==> src/rtl/cpu_mem_pkg.sv <==
// Shared types and block geometry for the unified-memory arbiter.
// Imported by the arbiter top and its word counter.
package cpu_mem_pkg;

  typedef enum logic [1:0] {IDLE, WR, ISSUE, DRAIN} state_t;
  typedef enum logic {SIDE_I, SIDE_D} side_t;

  localparam int BLK_WORDS    = 8;
  localparam int MEM_LAT      = 4;
  localparam int BLK_OFF_BITS = 4;
  localparam int WORD_IDX_W   = 3;

endpackage

==> src/rtl/blk_word_ctr.sv <==
// Word index counter for one cache block: synchronous clear, enable and a last-word flag.
// It holds at the final word instead of wrapping, so a transfer can never alias word 0.
module blk_word_ctr
  import cpu_mem_pkg::*;
(
  input  logic                  clk,
  input  logic                  rst_n,
  input  logic                  clr,
  input  logic                  en,
  output logic [WORD_IDX_W-1:0] cnt,
  output logic                  last
);

  assign last = (cnt == WORD_IDX_W'(BLK_WORDS - 1));

  always_ff @(posedge clk) begin
    if (!rst_n || clr) begin
      cnt <= '0;
    end else if (en && !last) begin
      cnt <= cnt + 1'b1;
    end
  end

endmodule

==> src/rtl/mem_arbiter.sv <==
// Arbitrates the single unified memory between I-cache fills and D-cache stores/fills,
// streaming each 8-word block fill back into the requesting cache's data array.
module mem_arbiter #(
  parameter int ADDR_W    = 16,
  parameter int DATA_W    = 16,
  parameter int BLK_WORDS = cpu_mem_pkg::BLK_WORDS,
  parameter int MEM_LAT   = cpu_mem_pkg::MEM_LAT
) (
  input  logic              clk,
  input  logic              rst_n,
  input  logic              i_miss,
  input  logic [ADDR_W-1:0] i_miss_addr,
  input  logic              d_miss,
  input  logic [ADDR_W-1:0] d_miss_addr,
  input  logic              d_wr_req,
  input  logic [ADDR_W-1:0] d_wr_addr,
  input  logic [DATA_W-1:0] d_wr_data,
  output logic              d_wr_ack,
  output logic              mem_en,
  output logic              mem_wr,
  output logic [ADDR_W-1:0] mem_addr,
  output logic [DATA_W-1:0] mem_wdata,
  input  logic [DATA_W-1:0] mem_rdata,
  input  logic              mem_rvalid,
  output logic              fill_we_i,
  output logic              fill_we_d,
  output logic [2:0]        fill_word,
  output logic [DATA_W-1:0] fill_data,
  output logic              fill_done_i,
  output logic              fill_done_d,
  output logic              busy
);

  import cpu_mem_pkg::*;

  localparam logic [ADDR_W-1:0] BLK_MASK = ADDR_W'((1 << BLK_OFF_BITS) - 1);

  if (BLK_WORDS != 8 || MEM_LAT < 1 || ADDR_W <= BLK_OFF_BITS) begin : g_param_check
    $error("mem_arbiter: needs BLK_WORDS == 8, MEM_LAT >= 1 and ADDR_W > BLK_OFF_BITS");
  end

  state_t            state;
  side_t             side;
  logic [ADDR_W-1:0] base;
  logic [ADDR_W-1:0] wr_addr;
  logic [DATA_W-1:0] wr_data;

  logic [2:0] issue_cnt;
  logic       issue_last;
  logic [2:0] recv_cnt;
  logic       recv_last;

  logic filling;
  logic word_valid;
  logic recv_done;

  assign filling    = (state == ISSUE) || (state == DRAIN);
  assign word_valid = filling && mem_rvalid;
  assign recv_done  = word_valid && recv_last;

  blk_word_ctr u_issue_ctr (
    .clk   (clk),
    .rst_n (rst_n),
    .clr   (state == IDLE),
    .en    (state == ISSUE),
    .cnt   (issue_cnt),
    .last  (issue_last)
  );

  blk_word_ctr u_recv_ctr (
    .clk   (clk),
    .rst_n (rst_n),
    .clr   (state == IDLE),
    .en    (word_valid),
    .cnt   (recv_cnt),
    .last  (recv_last)
  );

  // Control outputs are registered alongside the state so they carry no path from the requests.
  always_ff @(posedge clk) begin
    if (!rst_n) begin
      state    <= IDLE;
      side     <= SIDE_I;
      base     <= '0;
      wr_addr  <= '0;
      wr_data  <= '0;
      mem_en   <= 1'b0;
      mem_wr   <= 1'b0;
      d_wr_ack <= 1'b0;
      busy     <= 1'b0;
    end else begin
      d_wr_ack <= 1'b0;
      case (state)
        IDLE: begin
          if (d_wr_req) begin
            state    <= WR;
            side     <= SIDE_D;
            wr_addr  <= d_wr_addr;
            wr_data  <= d_wr_data;
            mem_en   <= 1'b1;
            mem_wr   <= 1'b1;
            d_wr_ack <= 1'b1;
            busy     <= 1'b1;
          end else if (d_miss) begin
            state  <= ISSUE;
            side   <= SIDE_D;
            base   <= d_miss_addr & ~BLK_MASK;
            mem_en <= 1'b1;
            mem_wr <= 1'b0;
            busy   <= 1'b1;
          end else if (i_miss) begin
            state  <= ISSUE;
            side   <= SIDE_I;
            base   <= i_miss_addr & ~BLK_MASK;
            mem_en <= 1'b1;
            mem_wr <= 1'b0;
            busy   <= 1'b1;
          end
        end
        WR: begin
          state  <= IDLE;
          mem_en <= 1'b0;
          mem_wr <= 1'b0;
          busy   <= 1'b0;
        end
        ISSUE: begin
          if (recv_done) begin
            state  <= IDLE;
            mem_en <= 1'b0;
            busy   <= 1'b0;
          end else if (issue_last) begin
            state  <= DRAIN;
            mem_en <= 1'b0;
          end
        end
        DRAIN: begin
          if (recv_done) begin
            state <= IDLE;
            busy  <= 1'b0;
          end
        end
        default: begin
          state  <= IDLE;
          mem_en <= 1'b0;
          mem_wr <= 1'b0;
          busy   <= 1'b0;
        end
      endcase
    end
  end

  always_comb begin
    mem_addr  = '0;
    mem_wdata = '0;
    if (state == WR) begin
      mem_addr  = wr_addr;
      mem_wdata = wr_data;
    end else if (state == ISSUE) begin
      mem_addr = base | ADDR_W'({issue_cnt, 1'b0});
    end
  end

  // Returning words are forwarded in the same cycle they arrive; the last one also closes the fill.
  assign fill_we_i   = word_valid && (side == SIDE_I);
  assign fill_we_d   = word_valid && (side == SIDE_D);
  assign fill_word   = word_valid ? recv_cnt : '0;
  assign fill_data   = word_valid ? mem_rdata : '0;
  assign fill_done_i = fill_we_i && recv_last;
  assign fill_done_d = fill_we_d && recv_last;

endmodule

==> config.mk <==
export PLATFORM = sky130hd
export DESIGN_NAME = mem_arbiter
export DESIGN_NICKNAME = d
export VERILOG_FILES = /design/src/rtl/cpu_mem_pkg.sv /design/src/rtl/blk_word_ctr.sv /design/src/rtl/mem_arbiter.sv
export SDC_FILE = /design/constraint.sdc
export NUM_CORES = 1
export LEC_CHECK = 0
export ABC_AREA = 1
export CAP_MARGIN = 20
export CORE_MARGIN = 2
export CORE_UTILIZATION = 40
export CTS_BUF_LIST = sky130_fd_sc_hd__clkbuf_16
export DETAILED_ROUTE_END_ITERATION = 6
export PLACE_DENSITY = 0.87
export SLEW_MARGIN = 5
export SYNTH_ARGS = -nofsm -noshare
export SYNTH_HDL_FRONTEND = slang
export SYNTH_SLANG_ARGS = --single-unit
==> constraint.sdc <==
create_clock -name clk -period 2.1 [get_ports clk]
set_clock_uncertainty 0.15 [all_clocks]
set_input_delay 0.21 -clock clk [delete_from_list [all_inputs] [get_ports clk]]
set_output_delay 0.21 -clock clk [all_outputs]
set_load 0.01 [all_outputs]
# Yosys cells after proc, flatten, opt, wreduce, memory -nomap -nowiden
# Cells that the tools add are included.
# classes
n_mul	0
shift	0
reduce_logical	27
add_sub_neg	2
div	0
n_bitwise	3
n_eq_ne	9
magnitude_cmp	0
mux	29
# ops
op	n
16-bit two-way mux	6
16-bit by 4-bit bitwise OR with 16-bit output	1
1-bit two-way mux	12
2-bit two-way mux	6
2-bit AND reduction	5
3-bit AND reduction	3
1-bit logical AND	8
2-bit case mux with 4 select lines	1
3-bit by 1-bit adder with 3-bit output, second input constant	2
3-bit == test, second input constant	2
1-bit case mux with 3 select lines	2
3-bit nonzero test	2
2-bit == test, second input constant	2
4-bit != test, second input constant	1
2-bit nonzero test	2
1-bit zero test	3
3-bit two-way mux	1
3-bit != test, second input constant	1
2-bit by 1-bit == test with 1-bit output, second input constant	1
2-bit zero test	1
1-bit logical OR	2
2-bit by 1-bit != test with 1-bit output, second input constant	1
2-bit != test, second input constant	1
1-bit NOT	2
other kinds (2)	2
# totals
input_bits	86
ff_bits	61
memories	0
rom_bits	0
mem_bits_rw	0
latch_bits	0

# Depth between registers and ports, before layout
# Gate-level depths: netlist of the first run.
# depth
depth_word	6
ltp_mapped	10
depth_no_buf	9

# By module
# From an unflattened synthesis of the first run, not the netlist that was laid out.
# unflattened
cells_unflattened	435
hier_area_um2	2886.5
# modules_own_cells
mod	cells_per_inst	area_per_inst_um2	instances	seq_area_each_um2
mem_arbiter	387	2561.2	1	1021.0
blk_word_ctr	24	162.7	2	60.1

# Least setup slack after synthesis of the first run
# No wires, ideal clock.
# synth_timing
path_type	reg2out
start	reg state[0]
end	out fill_data[0]
arrival_ps	1299
path_stages_with_launch	8
slack_ps	441
path_cell_list	dfxtp_1 inv_1 ha_1 buf_6 o21a_1 inv_1 buf_2 nor2_1
# synth_via
elab_chain_cells	4
word_cells_on_any_way	5
classes_between	2 x eq/ne; 1 x mux; 2 x reduce/logical
# synth_rtl
item	line_no	text
from (decl)	mem_arbiter.sv:42	state_t state;
from (signal assigned)	mem_arbiter.sv:82	state <= IDLE;
from (signal assigned)	mem_arbiter.sv:96	state <= WR;
from (signal assigned)	mem_arbiter.sv:105	state <= ISSUE;
2-bit == test	mem_arbiter.sv:57	assign filling = (state == ISSUE) || (state == DRAIN);
1-bit logical OR (*)	mem_arbiter.sv:57	
1-bit logical AND (*)	mem_arbiter.sv:58	assign word_valid = filling && mem_rvalid;
16-bit two-way mux (*)	mem_arbiter.sv:167	assign fill_data = word_valid ? mem_rdata : '0;
to (decl)	mem_arbiter.sv:28	output logic [DATA_W-1:0] fill_data,
# Every way passes the cells marked *; elsewhere a longest branch is shown, timed or not.

# Worst setup path after layout of the first run
# layout_timing
start	reg state[1]
end	out fill_data[7]
# The elaborated chain is that of the path after synthesis.

==> results.yml, run 1 <==
run_status:
  status: "finished clean"
clocking:
  clock_path_buffers: 2
  cts.sinks: 57
  cts_tree: "done"
  cts.reportedPaths.clkPinSlew_ns: 0.05
  clockRootBuffer: "clkbuf_16"
  insertion_delay_ns: 0.32
  htree_levels: 3
  numCtsBuffers: 9
  cts_hold_buf: 0
grt:
  antenna_found_initial: 0
  overflow: 0
  grt_pass1_wl_um: 12500
  grt_max_degree: 47
  grt_pass1_vias: 2923
  track_usage: 0.201
route:
  routed_wl_um: 8280
  first_pass_iters: 4
  avgViaCountPerCell: 4.79
  ant_nets: 0
  drt_iter0_drc: 136
  wl_per_cell_um: 12.5
  route.detailed.drc: 0
  routed-via-count: 3188
layout:
  area_delta_synth_final_pct: 63.1
  diodes: 0
  fillers: 624
  fin_area_mm2: 0.00473
  utilization: 0.662
  finalNetCount: 657
  layout-drive-gt1-share: 0.115
synth:
  synth_top_family_by_area: "simple AND/OR/NAND/NOR gates"
  syn_nets: 515
  seq_area_frac_synth: 0.394
  synth_cells: 419
  muxShareOfSynthArea: 0.0414
  synthAdderAreaFrac: 0.0432
  synth_compound_area_frac: 0.137
  synth_seq_cells: 57
  syn-cell-area_mm2: 0.00290
  synthSimpleGateAreaFrac: 0.267
  synth_xor_area_frac: 0
  synth-warning-count: 0
  synth_cell_types: 23
  syn-mean-instance-area_um2: 6.92
critical_path:
  reg2reg_depth: 7
  cp-end-kind: "output pin"
  worstPathArrival_ns: 1.70
  worst_r2r_startpoint: "state[0]"
  worstPathMaxFanout: 5
  start_kind: "flop"
  crit_type: "reg -> out"
  r2r_setup_slack_ns: 0.17
  cp-endpoint: "fill_data[7]"
  critPathLaunch: "state[1]"
  required_ns: 1.74
  worstReg2RegEnd: "base[5]"
sta:
  final-setup-viol-count: 0
  clock.fmax_ghz: 0.485
  post-route-period-util: 0.982
  period_needed_ns: 2.06
  slew_violations: 0
  worstMarginPinSlew_ns: 0.521
  hold_viol: 0
  slew_headroom: 0.652
  setup_tns_ns: 0
floorplanning:
  fp.dieW_um: 89.1
  num_io_pins: 145
  coreArea_mm2: 0.00714
  start_util: 0.406
  die_h_um: 89.1
  rows: 31
  die-area_mm2: 0.00794
power_and_ir_drop:
  p_leak_nw: 2.41
  p_per_area_mw_per_mm2: 834
  ir_worst_vdd_uv: 556
  total_power_mw: 3.94
place:
  portBuffers: 136
  placed_area_mm2: 0.00438
  hpwl_um: 6050
  finalWeightedCongestion: 0.867
hold_path:
  min-delay-path-class: "reg -> reg"
job:
  maxCapViolCount: 0
critical path, stage by stage (launching register included):
cell and delay [ns]:
dfxtp_4 0.36, buf_4 0.14, ha_4 0.17, o21a_4 0.21, inv_6 0.08, buf_12 0.11, nor2_1 0.04, dlygate4sd2_1 0.27
Yosys cell counts:
cell type,count,area (µm²)
nor2_1,94,353
nand2_1,66,248
dfxtp_1,57,1140
o21ai_0,52,260
inv_1,50,188
a21oi_1,23,115
nand3_1,15,75.1
mux2i_1,12,120
clkbuf_1,10,37.5
ha_1,10,125
buf_2,7,35.0
buf_4,4,30.0
buf_6,3,33.8
inv_2,3,11.3
nand2_2,3,18.8
nor2_4,2,22.5
o31ai_1,2,15.0
inv_4,1,6.26
nand2_4,1,11.3
nand3_4,1,17.5
nand3b_1,1,7.51
nor2_8,1,20.0
o21a_1,1,7.51
logic make-up after synthesis:
kind of cell	count (synthesis)
adders and majority gates	10
AOI/OAI and AO/OA	78
buffers and inverters	78
muxes	12
DFF	57
and+or+nand+nor	184
cells in the final DEF (no fill, tap or decap), drive strengths merged:
cell type,count
o21ai,52
nand3,16
nor2,97
inv,54
buf,17
a21oi,23
clkdlybuf4s50,81
nand3b,1
dlygate4sd2,36
dfxtp,57
ha,10
o21a,1
mux2i,12
clkinvlp,1
nand2,70
clkinv,4
clkbuf,22
bufinv,2
o31ai,2
clkdlybuf4s15,8
power by group:
group | switching [mW] | leakage, nW | internal [mW] | total (mW)
clock network | 0.477 | 0.150 | 1.02 | 1.50
logic | 0.576 | 1.79 | 0.527 | 1.10
registers | 0.0909 | 0.472 | 1.25 | 1.34
total | 1.14 | 2.41 | 2.80 | 3.94
area by class of cell:
type	count	area [µm²]	area share
timing repair buffer	155	1480	0.314
multi-input combinational	284	1450	0.307
sequential	57	1150	0.243
clock buffer	9	225	0.0476
inverter	54	210	0.0445
tap	99	124	0.0262
clock inverter	7	85.1	0.0180
per-stage QoR:
step                hold WS [ns]  instances  setup slack (ns)
finish                     0.324        665            0.0384
detailed placement         0.318        644          -0.00918
global route               0.344        665          -0.00852
global placement           0.303        644            0.0519
CTS                        0.323        662          -0.00855
floorplan                  0.227        419             0.441
what timing repair did:
item                       4_1_cts  5_1_grt
pin swaps                        1        0
gates resized for setup         68       37
buffers inserted                 2        1
gates cloned                     0        2
setup endpoints to repair       55       27
routing by layer:
metal / wire (µm) / track usage / part of all wire / vias to the layer above
met4: 162 / 0.0963 / 0.020 / 0
met5: 0 / 0 / 0 / -
li1: - / - / - / 1596
met3: 644 / 0.0443 / 0.078 / 13
met2: 4180 / 0.370 / 0.51 / 122
met1: 3290 / 0.218 / 0.40 / 1457
sequential cells by signal (all words and copies together), names as in the netlist:
register,count
wr_addr,16
mem_en,1
mem_wr,1
side,1
wr_data,16
busy,1
base,12
u_issue_ctr.cnt,3
u_recv_ctr.cnt,3
d_wr_ack,1
state,2
worst min-delay path by stage:
stage / slack (ns) / cells after the start / to / start
detailed placement: 0.32 / 2 / mem_wr / mem_wr
global placement: 0.30 / 2 / mem_wr / mem_wr
finish: 0.32 / 2 / mem_wr / mem_wr
global route: 0.34 / 2 / mem_en / mem_en
floorplan: 0.23 / 2 / wr_addr[0] / d_wr_addr[0]
CTS: 0.32 / 2 / mem_wr / mem_wr
Power figures use the tool's default switching activity.
==> inputs of run 2 (changes only) <==
- CTS_CLUSTER_SIZE: default -> 25
- RECOVER_POWER: default -> 100
==> results.yml, run 2 (synthesis results as in run 1) <==
layout:
  finalNetCount: 657
  area_delta_synth_final_pct: 61.9
  stdcell_count: 665
  layout-drive-gt1-share: 0.0936
  fin_area_mm2: 0.00469
  seq_area_mm2: 0.00115
  top_regs: "wr_addr (16), wr_data (16), base (12)"
  final_common_cell: "nor2_1"
  diodes: 0
  multi_input_area_mm2: 0.00144
  fillers: 636
  layout_common_cells: "95 x nor2_1, 77 x clkdlybuf4s50_1, 67 x nand2_1"
route:
  routed-via-count: 3197
  avgViaCountPerCell: 4.81
  route.detailed.drc: 0
  drt_iter0_drc: 109
  routed_wl_um: 8290
  first_pass_iters: 4
  wl_per_cell_um: 12.5
  ant_nets: 0
critical_path:
  crit_type: "reg -> out"
  path_delay_family: "buffers and inverters"
  cp-end-kind: "output pin"
  crit_chain: "buf_4 > ha_4 > o21a_4 > inv_6 > buf_12 > nor2_1 > dlygate4sd2_1"
  cpMaxStageDelayCell: "dfxtp_4"
  start_kind: "flop"
  worstPathArrival_ns: 1.71
  critPathBufInv: 4
  r2r_setup_slack_ns: 0.15
  required_ns: 1.74
  worstPathMaxFanout: 5
  cpPeakStageDelay_ns: 0.36
sta:
  final-setup-viol-count: 0
  worst_slack_ns: 0.0348
  slew_headroom: 0.654
  hold_viol: 0
  post-route-period-util: 0.983
  worstMarginPinSlew_ns: 0.518
  clock.fmax_ghz: 0.484
  slew_violations: 0
  setup_tns_ns: 0
  period_needed_ns: 2.07
place:
  hpwl_um: 6050
  dp_cells: 644
  placed_area_mm2: 0.00438
  finalWeightedCongestion: 0.867
  portBuffers: 136
  pre_cts_ws_ns: -0.00918
floorplanning:
  coreArea_mm2: 0.00714
  die-area_mm2: 0.00794
  start_util: 0.406
  rows: 31
  die_h_um: 89.1
  num_io_pins: 145
  fp.dieW_um: 89.1
grt:
  grt_pass1_wl_um: 12500
  antenna_found_initial: 0
  track_usage: 0.201
  overflow: 0
  grt_max_degree: 47
  grt_pass1_vias: 2923
power_and_ir_drop:
  p_seq_frac: 0.341
  share_comb_of_total_power: 0.275
  p_clk_frac: 0.384
  p_leak_nw: 2.38
  p_int_mw: 2.78
  total_power_mw: 3.92
  p_per_area_mw_per_mm2: 835
  p_sw_frac: 0.292
  p_switching_mw: 1.14
  ir_worst_vdd_uv: 558
clocking:
  cts.sinks: 57
  clock_path_buffers: 2
  cts_tree: "done"
  numCtsBuffers: 9
  insertion_delay_ns: 0.32
  htree_levels: 3
  clockRootBuffer: "clkbuf_16"
  cts.reportedPaths.clkPinSlew_ns: 0.05
job:
  maxCapViolCount: 0
hold_path:
  min-delay-path-class: "reg -> reg"
run_status:
  status: "finished clean"
-- run 2: changes by cell type in the layout (fill, tap and decap cells not counted), sizes merged --
cell           before  now
clkbuf             22   25
clkdlybuf4s50      81   77
buf                17   14
inv                54   53
clkinv              4    5
dlygate4sd3         0    4
-- run 2: layer usage --
metal / GRT usage / part of all wire / vias to the layer above / routed length, µm
li1: - / - / 1597 / -
met1: 0.218 / 0.40 / 1466 / 3320
met2: 0.370 / 0.51 / 121 / 4190
met3: 0.0443 / 0.076 / 13 / 631
met4: 0.0963 / 0.019 / 0 / 155
met5: 0 / 0 / - / 0
-- run 2: final timing paths --
path         cells past startpoint            to      from
min reg2reg                      2        mem_wr    mem_wr
max                              7  fill_data[7]  state[1]
max reg2reg                      9      state[0]  state[0]
min                              2        mem_wr    mem_wr
-- run 2: final cells by class --
class / instances / area share
timing repair buffer: 155 / 0.311
sequential: 57 / 0.245
multi-input combinational: 284 / 0.307
clock inverter: 7 / 0.0181
clock buffer: 9 / 0.0480
tap: 99 / 0.0264
inverter: 54 / 0.0448
-- run 2: power by group through the flow --
stage | clock, mW | sequential (mW) | combinational [mW]
3_5_place_dp | 0 | 1.35 | 1.07
5_1_grt | 1.56 | 1.36 | 1.20
6_report | 1.50 | 1.34 | 1.08
4_1_cts | 1.52 | 1.34 | 1.06
2_1_floorplan | 0 | 1.34 | 0.596
3_3_place_gp | 0 | 1.34 | 1.04
-- run 2: through the flow --
step | hold WS (ns) | util
final | 0.320 | 0.658
after global routing | 0.341 | 0.658
after CTS | 0.323 | 0.655
after detailed placement | 0.318 | 0.613
after global placement | 0.303 | 0.613
after floorplan | 0.227 | -
-- run 2: worst reg2reg max path, cell delays in order, from the launching register on --
cell	delay [ns]
dfxtp_4	0.37
inv_2	0.09
clkbuf_4	0.14
ha_1	0.28
nand2_2	0.12
nor2_1	0.27
clkinv_1	0.14
nand2_1	0.12
nand2_1	0.06
a21oi_1	0.14
-- run 2: what timing repair did --
| action | CTS | global route |
|---|---|---|
| buffers inserted | 2 | 1 |
| resized for setup | 68 | 37 |
| hold endpoints to repair | 0 | 0 |
| cloned | 0 | 2 |
| pin swaps | 1 | 0 |
| endpoints found under the setup margin | 55 | 27 |
| hold buffers | 0 | 0 |
==> inputs of run 3 (changes only) <==
- PLACE_DENSITY: 0.87 -> 0.77
==> results.yml, run 3 (synthesis results as in run 1) <==
run_status:
  status: "finished clean"
power_and_ir_drop:
  ir_worst_vdd_uv: 555
  p_per_area_mw_per_mm2: 838
  p_leak_nw: 2.41
place:
  finalWeightedCongestion: 0.829
  placed_area_mm2: 0.00434
  portBuffers: 136
  hpwl_um: 5660
critical_path:
  required_ns: 1.74
  crit_type: "reg -> out"
  worstReg2RegEnd: "mem_wr"
  start_kind: "flop"
  reg2reg_depth: 8
  cp-end-kind: "output pin"
  critPathLaunch: "state[0]"
  worstPathMaxFanout: 5
  worst_r2r_startpoint: "state[0]"
  r2r_setup_slack_ns: 0.16
  worstPathArrival_ns: 1.68
layout:
  finalNetCount: 659
  area_delta_synth_final_pct: 62.8
  layout-drive-gt1-share: 0.106
  layout_common_cells: "95 x nor2_1, 77 x clkdlybuf4s50_1, 67 x nand2_1"
  top_regs: "wr_addr (16), wr_data (16), base (12)"
  diodes: 0
  fillers: 614
  final_common_cell: "nor2_1"
  fin_area_mm2: 0.00472
clocking:
  cts_hold_buf: 0
  clockRootBuffer: "clkbuf_16"
  numCtsBuffers: 9
  cts.sinks: 57
  clock_path_buffers: 2
  cts_tree: "done"
  insertion_delay_ns: 0.32
  cts.reportedPaths.clkPinSlew_ns: 0.05
  htree_levels: 3
route:
  routed-via-count: 3130
  avgViaCountPerCell: 4.69
  routed_wl_um: 8100
  ant_nets: 0
  first_pass_iters: 6
  route.detailed.drc: 0
  drt_iter0_drc: 100
  wl_per_cell_um: 12.1
floorplanning:
  fp.dieW_um: 89.1
  start_util: 0.406
  die_h_um: 89.1
  rows: 31
  coreArea_mm2: 0.00714
  num_io_pins: 145
  die-area_mm2: 0.00794
sta:
  post-route-period-util: 0.970
  final-setup-viol-count: 0
  worstMarginPinSlew_ns: 0.559
  clock.fmax_ghz: 0.491
  setup_tns_ns: 0
  slew_violations: 0
  rsz0062_at_grt: "false"
  slew_headroom: 0.627
  hold_viol: 0
  period_needed_ns: 2.04
grt:
  grt_max_degree: 47
  overflow: 0
  grt_pass1_vias: 2940
  grt_pass1_wl_um: 12600
  antenna_found_initial: 0
  track_usage: 0.203
job:
  maxCapViolCount: 0
hold_path:
  min-delay-path-class: "reg -> reg"
  whs_path_depth: 2
  hold_end: "mem_en"
  min-delay-start: "mem_en"
==> run 3: changes by cell type in the layout (fill, tap and decap cells not counted), sizes merged <==
cell,before,now
clkbuf,25,22
bufbuf,0,2
clkinvlp,1,2
clkdlybuf4s15,8,6
buf,14,20
dlygate4sd2,36,34
==> run 3: critical path, stage by stage (launching register included) <==
cell           delay, ns
dfxtp_4             0.38
inv_2               0.05
ha_2                0.18
buf_4               0.17
buf_4               0.14
nand3_1             0.08
nand2_1             0.07
dlygate4sd2_1       0.29
==> run 3: through the flow <==
step                      setup slack, ns  power (mW)  hold slack, ns  instances  utilization
final                              0.0625        3.96           0.307        667        0.661
after global routing             0.000325        4.17           0.336        667        0.661
after CTS                        0.000457        3.98           0.314        665        0.665
after detailed placement          -0.0422        2.38           0.303        640        0.607
after global placement           -0.00966        2.36           0.302        640        0.607
after floorplan                     0.441        1.93           0.227        419            -
==> run 3: layout make-up <==
type / instances / area, µm² / share of cell area
sequential: 57 / 1150 / 0.243
timing repair inverter: 1 / 7.51 / 0.00159
multi-input combinational: 284 / 1420 / 0.301
clock buffer: 9 / 225 / 0.0477
tap: 99 / 124 / 0.0262
clock inverter: 7 / 86.3 / 0.0183
inverter: 54 / 211 / 0.0448
timing repair buffer: 156 / 1500 / 0.317
==> run 3: how the worst max path moves through the flow <==
stage                         end  slack (ns)
CTS                 mem_wdata[10]      0.0005
global placement    fill_data[13]       -0.01
global route          mem_addr[0]      0.0003
finish                mem_addr[3]        0.06
floorplan            fill_data[0]        0.44
detailed placement  fill_data[13]       -0.04
==> run 3: repair_timing <==
| item | CTS | global route |
|---|---|---|
| pin swaps | 1 | 2 |
| cloned | 4 | 0 |
| setup endpoints to repair | 55 | 22 |
| setup buffers | 5 | 2 |
| gates resized for setup | 101 | 17 |
| hold endpoints to repair | 0 | 0 |
==> run 3: where the power goes <==
group | leakage, nW | total (mW) | internal [mW] | switching, mW
Sequential | 0.472 | 1.34 | 1.25 | 0.0938
Clock | 0.158 | 1.51 | 1.03 | 0.487
Combinational | 1.78 | 1.10 | 0.541 | 0.563
Total | 2.41 | 3.96 | 2.81 | 1.14
==> run 3: per-layer routing <==
layer	routed length [µm]	GRT usage	part of all wire	vias to the layer above
li1	-	-	-	1603
met4	81	0.0583	0.010	0
met2	4070	0.376	0.50	118
met1	3150	0.215	0.39	1402
met3	807	0.0729	0.10	7
met5	0	0	0	-
